## src/rtl/asyncio_pkg.sv

```systemverilog
`default_nettype none
// ============================================================================
// Module   : asyncio_pkg
// Purpose  : Widths and FSM encoding shared by the asyncio writer and reader.
// Revision : 1.0 - initial release
// ============================================================================
package asyncio_pkg;

   localparam int ADDRESS_WIDTH = 32;
   localparam int LENGTH_WIDTH  = 24;
   localparam int WORD_WIDTH    = 32;

   // Byte distance between consecutive words of a transfer
   localparam logic [ADDRESS_WIDTH-1:0] WORD_STRIDE = ADDRESS_WIDTH'(4);

   typedef enum logic [1:0] {
      IDLE = 2'd0,
      LOAD = 2'd1,
      SEND = 2'd2
   } state_t;

endpackage : asyncio_pkg
`default_nettype wire

```

## src/rtl/asyncio_writer_if.sv

```systemverilog
`default_nettype none
// ============================================================================
// Module   : asyncio_writer_if
// Purpose  : Command, memory-load and AXI-stream signals of the asyncio writer.
//            master = writer side, slave = the environment around it.
// Revision : 1.0 - initial release
// ============================================================================
interface asyncio_writer_if #(
   parameter int ID_WIDTH        = 1,
   parameter int NO_OF_AXI_PORTS = 2
);
   // Transfer command
   logic [asyncio_pkg::LENGTH_WIDTH-1:0]      length;
   logic [asyncio_pkg::ADDRESS_WIDTH-1:0]     address;
   logic [ID_WIDTH-1:0]                       io_id;
   // Memory load port
   logic                                      memory_op_ready;
   logic [asyncio_pkg::WORD_WIDTH-1:0]        word_loaded;
   logic                                      memory_op_enable;
   // AXI-stream fan-out
   logic [NO_OF_AXI_PORTS-1:0]                axi_valid;
   logic [NO_OF_AXI_PORTS*asyncio_pkg::WORD_WIDTH-1:0] axi_data;
   logic [NO_OF_AXI_PORTS-1:0]                axi_ready;
   // Status
   logic [asyncio_pkg::ADDRESS_WIDTH-1:0]     address_out;
   logic [asyncio_pkg::LENGTH_WIDTH-1:0]      length_out;
   logic                                      busy;

   modport master (
      input  length, address, io_id, memory_op_ready, word_loaded, axi_ready,
      output memory_op_enable, axi_valid, axi_data, address_out, length_out, busy
   );

   modport slave (
      output length, address, io_id, memory_op_ready, word_loaded, axi_ready,
      input  memory_op_enable, axi_valid, axi_data, address_out, length_out, busy
   );

endinterface : asyncio_writer_if
`default_nettype wire

```

## src/rtl/asyncio_port_demux.sv

```systemverilog
`default_nettype none
// ============================================================================
// Module   : asyncio_port_demux
// Purpose  : Steers one word onto the selected AXI-stream port. Unselected
//            ports, and all ports for an out-of-range id, see zero.
// Revision : 1.0 - initial release
// ============================================================================
module asyncio_port_demux
   import asyncio_pkg::*;
#(
   parameter int ID_WIDTH        = 1,
   parameter int NO_OF_AXI_PORTS = 2
) (
   input  wire logic [ID_WIDTH-1:0]                    id_i,
   input  wire logic                                   valid_i,
   input  wire logic [WORD_WIDTH-1:0]                  data_i,
   output logic      [NO_OF_AXI_PORTS-1:0]             valid_o,
   output logic      [NO_OF_AXI_PORTS*WORD_WIDTH-1:0]  data_o
);

   for (genvar p = 0; p < NO_OF_AXI_PORTS; p++) begin : g_port
      logic w_sel;
      // Zero-extended compare so ids beyond the port count select nothing
      assign w_sel = valid_i && (32'(id_i) == 32'(p));
      assign valid_o[p] = w_sel;
      assign data_o[p*WORD_WIDTH +: WORD_WIDTH] = w_sel ? data_i : '0;
   end

endmodule : asyncio_port_demux
`default_nettype wire

```

## src/rtl/asyncio_writer.sv

```systemverilog
`default_nettype none
// ============================================================================
// Module   : asyncio_writer
// Purpose  : Loads a run of 32-bit words from memory, one request per word,
//            and streams each onto the AXI-stream port picked by io_id.
// Revision : 1.0 - initial release
// ============================================================================
module asyncio_writer
   import asyncio_pkg::*;
#(
   parameter int ID_WIDTH        = 1,
   parameter int NO_OF_AXI_PORTS = 2
) (
   input  wire logic        clk,
   input  wire logic        rst,
   asyncio_writer_if.master bus
);

   state_t                    state_q;
   logic                      mem_en_q;
   logic                      send_q;
   logic [ADDRESS_WIDTH-1:0]  addr_q;
   logic [LENGTH_WIDTH-1:0]   len_q;
   logic [ID_WIDTH-1:0]       id_q;
   logic [WORD_WIDTH-1:0]     hold_q;

   logic                      w_port_ready;
   logic [NO_OF_AXI_PORTS-1:0]            w_valid;
   logic [NO_OF_AXI_PORTS*WORD_WIDTH-1:0] w_data;

   // Acceptance of the presented word: ready of the selected port, or an
   // immediate accept when the id points past the last port (word dropped)
   always_comb begin
      w_port_ready = 1'b1;
      for (int i = 0; i < NO_OF_AXI_PORTS; i++) begin
         if (32'(id_q) == 32'(i)) begin
            w_port_ready = bus.axi_ready[i];
         end
      end
   end

   // Transfer FSM: latch command in IDLE, one load per word, hold until accepted
   always_ff @(posedge clk) begin
      if (rst) begin
         state_q  <= IDLE;
         mem_en_q <= 1'b0;
         send_q   <= 1'b0;
         addr_q   <= '0;
         len_q    <= '0;
         id_q     <= '0;
         hold_q   <= '0;
      end else begin
         case (state_q)
            IDLE: begin
               if (bus.length != '0) begin
                  addr_q   <= bus.address;
                  len_q    <= bus.length;
                  id_q     <= bus.io_id;
                  mem_en_q <= 1'b1;
                  state_q  <= LOAD;
               end
            end
            LOAD: begin
               if (bus.memory_op_ready) begin
                  hold_q   <= bus.word_loaded;
                  mem_en_q <= 1'b0;
                  send_q   <= 1'b1;
                  state_q  <= SEND;
               end
            end
            SEND: begin
               if (w_port_ready) begin
                  send_q <= 1'b0;
                  addr_q <= addr_q + WORD_STRIDE;
                  len_q  <= len_q - LENGTH_WIDTH'(1);
                  if (len_q == LENGTH_WIDTH'(1)) begin
                     state_q <= IDLE;
                  end else begin
                     mem_en_q <= 1'b1;
                     state_q  <= LOAD;
                  end
               end
            end
            default: begin
               mem_en_q <= 1'b0;
               send_q   <= 1'b0;
               state_q  <= IDLE;
            end
         endcase
      end
   end

   asyncio_port_demux #(
      .ID_WIDTH        (ID_WIDTH),
      .NO_OF_AXI_PORTS (NO_OF_AXI_PORTS)
   ) u_demux (
      .id_i    (id_q),
      .valid_i (send_q),
      .data_i  (hold_q),
      .valid_o (w_valid),
      .data_o  (w_data)
   );

   assign bus.memory_op_enable = mem_en_q;
   assign bus.axi_valid        = w_valid;
   assign bus.axi_data         = w_data;
   assign bus.address_out      = addr_q;
   assign bus.length_out       = len_q;
   assign bus.busy             = (state_q != IDLE);

endmodule : asyncio_writer
`default_nettype wire

```

## src/flat_wrapper.sv

```systemverilog
// flat-port wrapper written by rule: the top's interface ports become plain ports
module asyncio_writer_flat import asyncio_pkg::*;
#(
   parameter int ID_WIDTH        = 1,
   parameter int NO_OF_AXI_PORTS = 2
)
  (clk, rst, bus_length, bus_address, bus_io_id, bus_memory_op_ready, bus_word_loaded, bus_axi_ready, bus_memory_op_enable, bus_axi_valid, bus_axi_data, bus_address_out, bus_length_out, bus_busy);
  asyncio_writer_if #(.ID_WIDTH(ID_WIDTH), .NO_OF_AXI_PORTS(NO_OF_AXI_PORTS)) bus_i ();
  input  wire logic clk;
  input  wire logic rst;
  input wire logic [$bits(bus_i.length)-1:0] bus_length;
  input wire logic [$bits(bus_i.address)-1:0] bus_address;
  input wire logic [$bits(bus_i.io_id)-1:0] bus_io_id;
  input wire logic [$bits(bus_i.memory_op_ready)-1:0] bus_memory_op_ready;
  input wire logic [$bits(bus_i.word_loaded)-1:0] bus_word_loaded;
  input wire logic [$bits(bus_i.axi_ready)-1:0] bus_axi_ready;
  output wire logic [$bits(bus_i.memory_op_enable)-1:0] bus_memory_op_enable;
  output wire logic [$bits(bus_i.axi_valid)-1:0] bus_axi_valid;
  output wire logic [$bits(bus_i.axi_data)-1:0] bus_axi_data;
  output wire logic [$bits(bus_i.address_out)-1:0] bus_address_out;
  output wire logic [$bits(bus_i.length_out)-1:0] bus_length_out;
  output wire logic [$bits(bus_i.busy)-1:0] bus_busy;
  assign bus_i.length = bus_length;
  assign bus_i.address = bus_address;
  assign bus_i.io_id = bus_io_id;
  assign bus_i.memory_op_ready = bus_memory_op_ready;
  assign bus_i.word_loaded = bus_word_loaded;
  assign bus_i.axi_ready = bus_axi_ready;
  assign bus_memory_op_enable = bus_i.memory_op_enable;
  assign bus_axi_valid = bus_i.axi_valid;
  assign bus_axi_data = bus_i.axi_data;
  assign bus_address_out = bus_i.address_out;
  assign bus_length_out = bus_i.length_out;
  assign bus_busy = bus_i.busy;
  asyncio_writer #(.ID_WIDTH(ID_WIDTH), .NO_OF_AXI_PORTS(NO_OF_AXI_PORTS)) u_core (.clk(clk), .rst(rst), .bus(bus_i));
endmodule
```

## config.mk

```make
export PLATFORM = sky130hd
export DESIGN_NAME = asyncio_writer_flat
export DESIGN_NICKNAME = d
export VERILOG_FILES = /design/src/rtl/asyncio_pkg.sv /design/src/rtl/asyncio_writer_if.sv /design/src/rtl/asyncio_port_demux.sv /design/src/rtl/asyncio_writer.sv /design/src/flat_wrapper.sv
export SDC_FILE = /design/constraint.sdc
export NUM_CORES = 1
export LEC_CHECK = 0
export ABC_AREA = 0
export BUFFER_PORTS_ARGS = -buffer_cell sky130_fd_sc_hd__buf_2
export CORE_MARGIN = 2
export CORE_UTILIZATION = 45
export DETAILED_ROUTE_END_ITERATION = 8
export PLACE_DENSITY = 0.74
export SLEW_MARGIN = 5
export SYNTH_ARGS = -nofsm -noshare
export SYNTH_HDL_FRONTEND = slang
export SYNTH_SLANG_ARGS = --single-unit
```

## constraint.sdc

```tcl
create_clock -name clk -period 2.6 [get_ports clk]
set_input_delay 0.13 -clock clk [delete_from_list [all_inputs] [get_ports clk]]
set_output_delay 0.13 -clock clk [all_outputs]
set_load 0.1 [all_outputs]
```

# Word level (Yosys, flattened, before mapping)
# Index checks and enable logic that the tools add are counted.
# W data, S select, Z words.
[word_totals]
register_bits = 93
inputBits = 94
output_inout_bits = 124
elab_cells = 52
[op_classes]
addsub = 2
n_eq_ne = 7
n_mux = 22
bitwise_logic = 2
reduce_logical = 12
[op_table]
columns = ["operator", "n"]
rows = [
  ["$mux W32", 4],
  ["$pmux W32 S2", 1],
  ["$mux W24", 2],
  ["$pmux W24 S2", 1],
  ["$add A32 B3 Y32 const B", 1],
  ["$eq A24 B1 Y1 const B", 1],
  ["$reduce_bool A24 Y1", 1],
  ["$sub A24 B1 Y24 const B", 1],
  ["$reduce_and A3 Y1", 3],
  ["$mux W1", 8],
  ["$mux W2", 3],
  ["$pmux W1 S3", 2],
  ["$pmux W2 S3", 1],
  ["$ne A2 B1 Y1 const B", 2],
  ["$ne A2 B2 Y1 const B", 2],
  ["$reduce_and A2 Y1", 2],
  ["$reduce_and A4 Y1", 1],
  ["$reduce_bool A2 Y1", 2],
  ["$eq A2 B1 Y1 const B", 1],
  ["$eq A2 B2 Y1 const B", 1],
  ["$logic_and A1 B1 Y1", 2],
  ["$logic_not A2 Y1", 1],
  ["$not A1 Y1", 2],
]

# Depth between registers and ports, before layout
# Gate-level depths: netlist (run 1).
[logic_depth]
ltp_word = 4
mapped_depth = 8
depth_no_buf = 6

# Cells and area by module
# Synthesis (run 1) repeated with hierarchy kept, for this count alone.
[unflattened]
cells_unflattened = 766
area_unflattened_um2 = 5714.2
[modules_own_cells]
columns = ["module", "n_inst", "cells_each", "area_per_inst_um2", "seq_area_each_um2"]
rows = [
  ["asyncio_writer", 1, 684, 5073.6, 1861.8],
  ["asyncio_port_demux", 1, 82, 640.6, 0.0],
]

# Worst setup path after synthesis (run 1)
# No wires, ideal clock.
[synth_path]
path_type = "reg2reg"
start = "register u_core.addr_q[2], in the netlist u_core.bus.address_out[2]"
end = "register u_core.addr_q[30], in the netlist u_core.bus.address_out[30]"
setup_ns = 0.129
arrival_time_ns = 2.677
required_ns = 2.471
setup_slack_ns = -0.206
stages_incl_launch_ff = 8
path_buffers = 1
period_less_slack_ns = 2.806
path_cell_list = "dfxtp_1 > ha_1 > nand4_2 > or3_1 > buf_2 > o311a_2 > o21ai_0 > o211ai_1"
[synth_between]
elab_chain_cells = 3
[synth_lines]
columns = ["item", "line", "text"]
rows = [
  ["from (decl)", "asyncio_writer.sv:22", "logic [ADDRESS_WIDTH-1:0] addr_q;"],
  ["from (signal assigned)", "asyncio_writer.sv:56", "addr_q <= bus.address;"],
  ["from (signal assigned)", "asyncio_writer.sv:74", "addr_q <= addr_q + WORD_STRIDE;"],
  ["$add A32 B3 Y32", "asyncio_writer.sv:74", ""],
  ["$mux W32", "asyncio_writer.sv:72", "if (w_port_ready) begin"],
  ["$pmux W32 S2", "asyncio_writer.sv:53", "case (state_q)"],
]
# No other way between the ends. The select of a mux whose other input is x is not followed.
# A chain may end at the register's enable or synchronous reset.

# Final worst setup path (run 1)
[layout_path]
start = "register u_core.addr_q[2], in the netlist u_core.bus.address_out[2]"
end = "register u_core.addr_q[26], in the netlist u_core.bus.address_out[26]"
# The elaborated chain is that of the path after synthesis.

==> impl_metrics.csv, run 1 <==
group,metric,value,unit
timing,max_slew_margin,0.5622,
min_path,hp-class,"in -> reg",
die,row_count,41,
placed_design,dp_cells,1132,
die,num_io_pins,218,
timing,worst_slew_pin_slew,656.0,ps
routing,vias,6800,
outcome,status,"complete, no violations",
logic_synthesis,synth_area,5694,um2
timing,max_freq,0.4282,GHz
power_and_ir_drop,leakagePower,3.452,nW
grt,first_global_vias,6252,
clock_network,cts_sinks,93,
placed_design,routabilityCongestion,0.8931,
timing,setup_viol,0,
critical_path,worstSetupEndpointType,"register",
cells_and_area,drive_gt1_frac,0.3053,
power_and_ir_drop,pwr_density_cell,628.7,nW/um2
clock_network,hold_buffers,0,
critical_path,cp-start-kind,"register",
routing,vias_per_cell,5.918,
routing,drc_errors,0,
grt,grt_start_max_net_pins,48,
logic_synthesis,ys_seq_elements,93,
grt,grt_usage,0.2975,
timing,tns,0,ps
cells_and_area,syn_to_final_growth,38.52,%
power_and_ir_drop,vdd_drop_max,0.0003911,V
cells_and_area,seq_area,1876,um2
timing,skew,7.862,ps
logic_synthesis,synth.most_common_cell,"nand2_1",
logic_synthesis,async_flop_share,0,
clock_network,cts_tree,"yes",
logic_synthesis,synthCells,773,
timing,rsz0062_at_grt,"no",
routing,drt_iter0_drc,602,
critical_path,crit_arrival,2570,ps
logic_synthesis,ys_warn_count,0,
critical_path,timing.rr.start,"u_core.bus.address_out[2]$_SDFFE_PP0P_",
die,die_h,116.5,um
flow_run,drv_cap,0,
timing,worst_slack,264.6,ps
cells_and_area,fin_cells,1149,
logic_synthesis,synth_cell_type_count,75,
min_path,min_delay_path_depth,3,
die,core_area,12470,um2
critical_path,crit_type,"reg -> reg",
cells_and_area,fin_nets,1068,
clock_network,h-tree-depth,3,
critical_path,crit_required,2840,ps
power_and_ir_drop,p_int,0.002932,W
power_and_ir_drop,comb_power_share,0.337,
critical_path,cp_max_fo,12,
power_and_ir_drop,sw_frac_of_total,0.4088,
die,die_x,116.5,um
logic_synthesis,synth_edf_count,0,
clock_network,root_buffer,"clkbuf_16",
timing,finalMaxSlewViolations,0,
grt,grt_pass1_wl,32000,um
placed_design,hpwl,14510,um
critical_path,startpoint,"u_core.bus.address_out[2]$_SDFFE_PP0P_",
die,start_util,0.4568,
clock_network,cts.clk_slew.worst_paths,70,ps
routing,ant_nets,0,
placed_design,portBuffers,217,
critical_path,rr_worst_depth,6,
clock_network,clockBufferDepth,2,
timing,hold_viol,0,
logic_synthesis,yosys-top-cells-area,"dfxtp_1 (33%), nand2_1 (8.4%), a21oi_1 (7.6%), and2_1 (4.3%), and3_1 (4.3%)",
logic_synthesis,syn_area_per_cell,7.366,um2
power_and_ir_drop,seq_power_share,0.345,
power_and_ir_drop,power_switching,0.002027,W
grt,antenna_found_initial,1,
routing,drt_wl_total,20450,um
cells_and_area,filler_cell_count,1113,
logic_synthesis,ys_seq_area_frac,0.3270,
clock_network,numCtsBuffers,9,
logic_synthesis,yosysTopAreaCell,"dfxtp_1",
clock_network,post-cts-setup-buffers,0,
routing,wire_per_inst,17.79,um
logic_synthesis,syn_nets,870,
clock_network,clk_latency,360,ps
logic_synthesis,synthDominantCellAreaShare,0.3270,
logic_synthesis,synthFlopType,"dfxtp_1",
power_and_ir_drop,clkPwrFrac,0.318,
clock_network,post_cts_resized,0,
placed_design,dp_slack,398.9,ps
grt,grt-ovfl-total,0,
timing,min_period,2335,ps
cells_and_area,multi_input_comb_area,3511,um2
timing,fin_crit_sh,0.8982,
die,dieArea,13570,um2
logic_synthesis,synth_common_cells,"nand2_1 (127), dfxtp_1 (93), a21oi_1 (86)",
routing,drt_pass1_iterations,5,
min_path,hp-start,"bus_io_id",
-- routing by layer --
| layer | up-vias | part of all wire | track usage |
|---|---|---|---|
| met5 | - | 0 | 0 |
| met4 | 0 | 0.036 | 0.1452 |
| met3 | 61 | 0.089 | 0.04152 |
| met2 | 378 | 0.47 | 0.4791 |
| met1 | 3119 | 0.40 | 0.3926 |
| li1 | 3242 | - | - |
-- critical path, stage by stage, from the launching register on --
cell and delay, ps:
dfxtp_2 370, ha_1 240, nand4_2 230, or3_1 600, o31ai_1 360, a21oi_1 110, a2111oi_1 310
-- logic make-up (layout without fill, tap and decap cells) --
kind of cell / Yosys count / count (layout) / share of synthesized area
DFF: 93 / 93 / 0.3270
buffers and inverters: 80 / 283 / 0.05845
xor gates and xnor gates: 1 / 1 / 0.001538
adders and majority gates: 3 / 3 / 0.006593
muxes: 6 / 6 / 0.01077
AOI/OAI and AO/OA: 229 / 229 / 0.2646
other: 0 / 1 / 0
and+or+nand+nor: 361 / 361 / 0.3311
-- path summary, 6_finish.rpt --
check | end | slack [ps]
setup / recovery | u_core.bus.address_out[26]$_SDFFE_PP0P_ | 260
hold / removal | u_core.id_q$_SDFFE_PP0P_ | 3
setup reg to reg | u_core.bus.address_out[26]$_SDFFE_PP0P_ | 260
hold reg to reg | u_core.hold_q[11]$_SDFFE_PP0P_ | 460
-- metrics by stage --
step                        util  total power (W)  hold WS [ps]  area [um2]
final                     0.6327         0.004959         2.715        7888
after global routing      0.6327         0.005144         13.38        7888
after CTS                 0.6325         0.004947         4.082        7885
after detailed placement  0.6045         0.003389         373.7        7536
after global placement    0.6045         0.003375         365.6        7536
after floorplan                -         0.002964         266.0        5707
-- final cells by class --
| type | count | area share |
|---|---|---|
| sequential | 93 | 0.2378 |
| clock inverter | 5 | 0.01348 |
| inverter | 16 | 0.007614 |
| multi-input combinational | 600 | 0.4451 |
| antenna | 1 | 0.0003173 |
| clock buffer | 11 | 0.03077 |
| tap | 172 | 0.02728 |
| timing repair buffer | 251 | 0.2376 |
-- placed cells by master (no fill, tap or decap), drive strengths merged, types with 10 or more instances in the layout --
cell,netlist,final
nor2,40,40
a31oi,12,12
o31ai,10,10
a211oi,14,14
nand3,24,24
dfxtp,93,93
nor3,19,19
and3,39,39
buf,18,251
inv,16,17
a21oi,86,86
clkbuf,46,11
and2,39,39
nand2,127,127
or3,15,15
nand4,14,14
o21ai,37,37
nor4,19,19
-- flip-flops by register name (all words and copies together), names as in the netlist --
| signal | flops |
|---|---|
| u_core.bus.address_out | 32 |
| u_core.state_q | 2 |
| u_core.hold_q | 32 |
| u_core.bus.memory_op_enable | 1 |
| u_core.send_q | 1 |
| u_core.bus.length_out | 24 |
| u_core.id_q | 1 |
-- power groups by stage --
stage                     clock network, W  logic (W)  registers (W)
final                              0.00158    0.00167        0.00171
after global routing               0.00165    0.00176        0.00173
after CTS                          0.00158    0.00166        0.00171
after detailed placement                 0    0.00165        0.00174
after global placement                   0    0.00164        0.00173
after floorplan                          0   0.000615        0.00235
No activity file was read; power rests on OpenSTA's default activity.
==> inputs of run 2 (changes only) <==
==> constraint.sdc (replaced) <==
create_clock -name clk -period 2.6 [get_ports clk]
set_input_delay 0.65 -clock clk [delete_from_list [all_inputs] [get_ports clk]]
set_output_delay 0.65 -clock clk [all_outputs]
set_load 0.1 [all_outputs]
==> run 2 against run 1 <==
  * Sequential share of layout area down 0.11 points
  * Register-to-register slack better by 90 ps
  * Non-clock buffer count up 11
  * First-iteration DRC count down 5.5%
  * Clock skew about the same
  * Combinational power about the same
==> impl_metrics.csv, run 2 (synthesized netlist as in run 1, its figures left out) <==
group,metric,value,unit
timing,tns,0,ps
grt,first_global_vias,6024,
grt,grt_pass1_wl,31000,um
clock_network,clk_latency,350,ps
clock_network,post_cts_resized,0,
timing,fin_crit_sh,0.9316,
critical_path,cp_max_fo,23,
power_and_ir_drop,pwr_density_cell,610.2,nW/um2
critical_path,cp-start-kind,"register",
grt,grt_usage,0.2899,
timing,setup_viol,0,
timing,rsz0062_at_grt,"no",
power_and_ir_drop,leakagePower,3.478,nW
die,start_util,0.4568,
timing,hold_viol,0,
clock_network,post-cts-setup-buffers,0,
power_and_ir_drop,vdd_drop_max,0.0004986,V
critical_path,cp_top_family,"flip-flops",
cells_and_area,syn_to_final_growth,39.18,%
grt,grt_start_max_net_pins,56,
routing,drt_pass1_iterations,5,
clock_network,numCtsBuffers,9,
critical_path,slowest_stage,"dfxtp_1",
outcome,status,"complete, no violations",
clock_network,h-tree-depth,3,
critical_path,path_buf_inv,2,
critical_path,worstSetupEndpointType,"output pin",
routing,wire_per_inst,17.52,um
timing,min_period,2422,ps
cells_and_area,fin_nets,1079,
routing,drt_iter0_drc,569,
placed_design,portBuffers,217,
routing,vias,6817,
die,core_area,12470,um2
cells_and_area,filler_cell_count,1148,
clock_network,root_buffer,"clkbuf_16",
placed_design,dp_cells,1143,
critical_path,crit_required,1950,ps
flow_run,drv_cap,0,
routing,vias_per_cell,5.882,
critical_path,crit_arrival,1770,ps
timing,skew,8.323,ps
timing,finalMaxSlewViolations,0,
timing,worst_slew_pin_slew,651.4,ps
clock_network,hold_buffers,0,
placed_design,hpwl,14580,um
placed_design,routabilityCongestion,0.8876,
die,die_h,116.5,um
cells_and_area,fin_cells,1159,
routing,drc_errors,0,
cells_and_area,final_common_cell,"buf_2",
routing,ant_nets,0,
routing,drt_wl_total,20300,um
clock_network,cts_sinks,93,
die,row_count,41,
die,die_x,116.5,um
timing,max_slew_margin,0.5658,
critical_path,crit_type,"reg -> out",
die,num_io_pins,218,
grt,antenna_found_initial,0,
cells_and_area,layout_common_cells,"buf_2 (183), nand2_1 (127), a21oi_1 (86), dfxtp_1 (82), buf_4 (44)",
min_path,hp-class,"reg -> reg",
cells_and_area,drive_gt1_frac,0.3121,
clock_network,clockBufferDepth,2,
cells_and_area,antenna_cells,0,
critical_path,crit_path_cell_trace,"nor2b_1 > buf_4 > and2_1 > buf_12",
die,dieArea,13570,um2
timing,max_freq,0.4129,GHz
grt,grt-ovfl-total,0,
clock_network,cts_tree,"yes",
critical_path,slowest_delay,550,ps
clock_network,cts.clk_slew.worst_paths,70,ps
-- run 2: changes by cell type in the layout (fill, tap and decap cells not counted), sizes merged --
cell,previous run,this run
diode,1,0
bufinv,3,2
clkinvlp,1,2
buf,251,262
-- run 2: final timing paths --
kind                                                        startpoint                                 endpoint  slack, ps  depth (start not counted)
worst min register to register          u_core.hold_q[11]$_SDFFE_PP0P_           u_core.hold_q[11]$_SDFFE_PP0P_        460                          2
worst max register to register  u_core.bus.address_out[2]$_SDFFE_PP0P_  u_core.bus.address_out[26]$_SDFFE_PP0P_        350                          6
worst max-delay path                        u_core.send_q$_SDFFE_PP0P_                         bus_axi_data[16]        180                          4
worst min-delay path                    u_core.hold_q[11]$_SDFFE_PP0P_           u_core.hold_q[11]$_SDFFE_PP0P_        460                          2
-- run 2: area by class of cell --
| cell class | count | area (um2) | area share |
|---|---|---|---|
| Tap cell | 172 | 215.2 | 0.02715 |
| Clock inverter | 5 | 83.83 | 0.01058 |
| Clock buffer | 11 | 232.7 | 0.02937 |
| Sequential cell | 93 | 1876 | 0.2367 |
| Multi-Input combinational cell | 600 | 3511 | 0.4430 |
| Inverter | 16 | 60.06 | 0.007578 |
| Timing Repair Buffer | 262 | 1947 | 0.2457 |
-- run 2: per-stage QoR --
stage	util	setup WS (ps)	cell area, um2	hold slack (ps)	total power [W]
floorplan	-	2.676	5707	440.3	0.002964
global placement	0.6104	122.2	7609	446.4	0.003392
detailed placement	0.6104	140.3	7609	453.9	0.003406
CTS	0.6358	147.8	7925	463.1	0.004836
global route	0.6358	71.19	7925	489.9	0.005013
finish	0.6358	177.8	7925	461.9	0.004836
-- run 2: worst register-to-register path, delay by kind of cell (launching register included) --
kind / cells / cell delay (ps)
simple gates: 2 / 750
fa+ha+maj: 1 / 270
compound gates: 3 / 760
flops: 1 / 380
-- run 2: report_power, final --
part	switching, W	leakage [nW]	total (W)	internal, W
clock	0.000589	0.146	0.00144	0.000847
sequential	0.000163	0.770	0.00171	0.00155
combinational	0.00126	2.56	0.00169	0.000424
total	0.00201	3.48	0.00484	0.00282
-- run 2: per-layer routing --
metal,up-vias,track usage,part of all wire
li1,3247,-,-
met1,3198,0.3870,0.41
met2,345,0.4791,0.48
met3,27,0.04203,0.087
met4,0,0.1040,0.019
met5,-,0,0
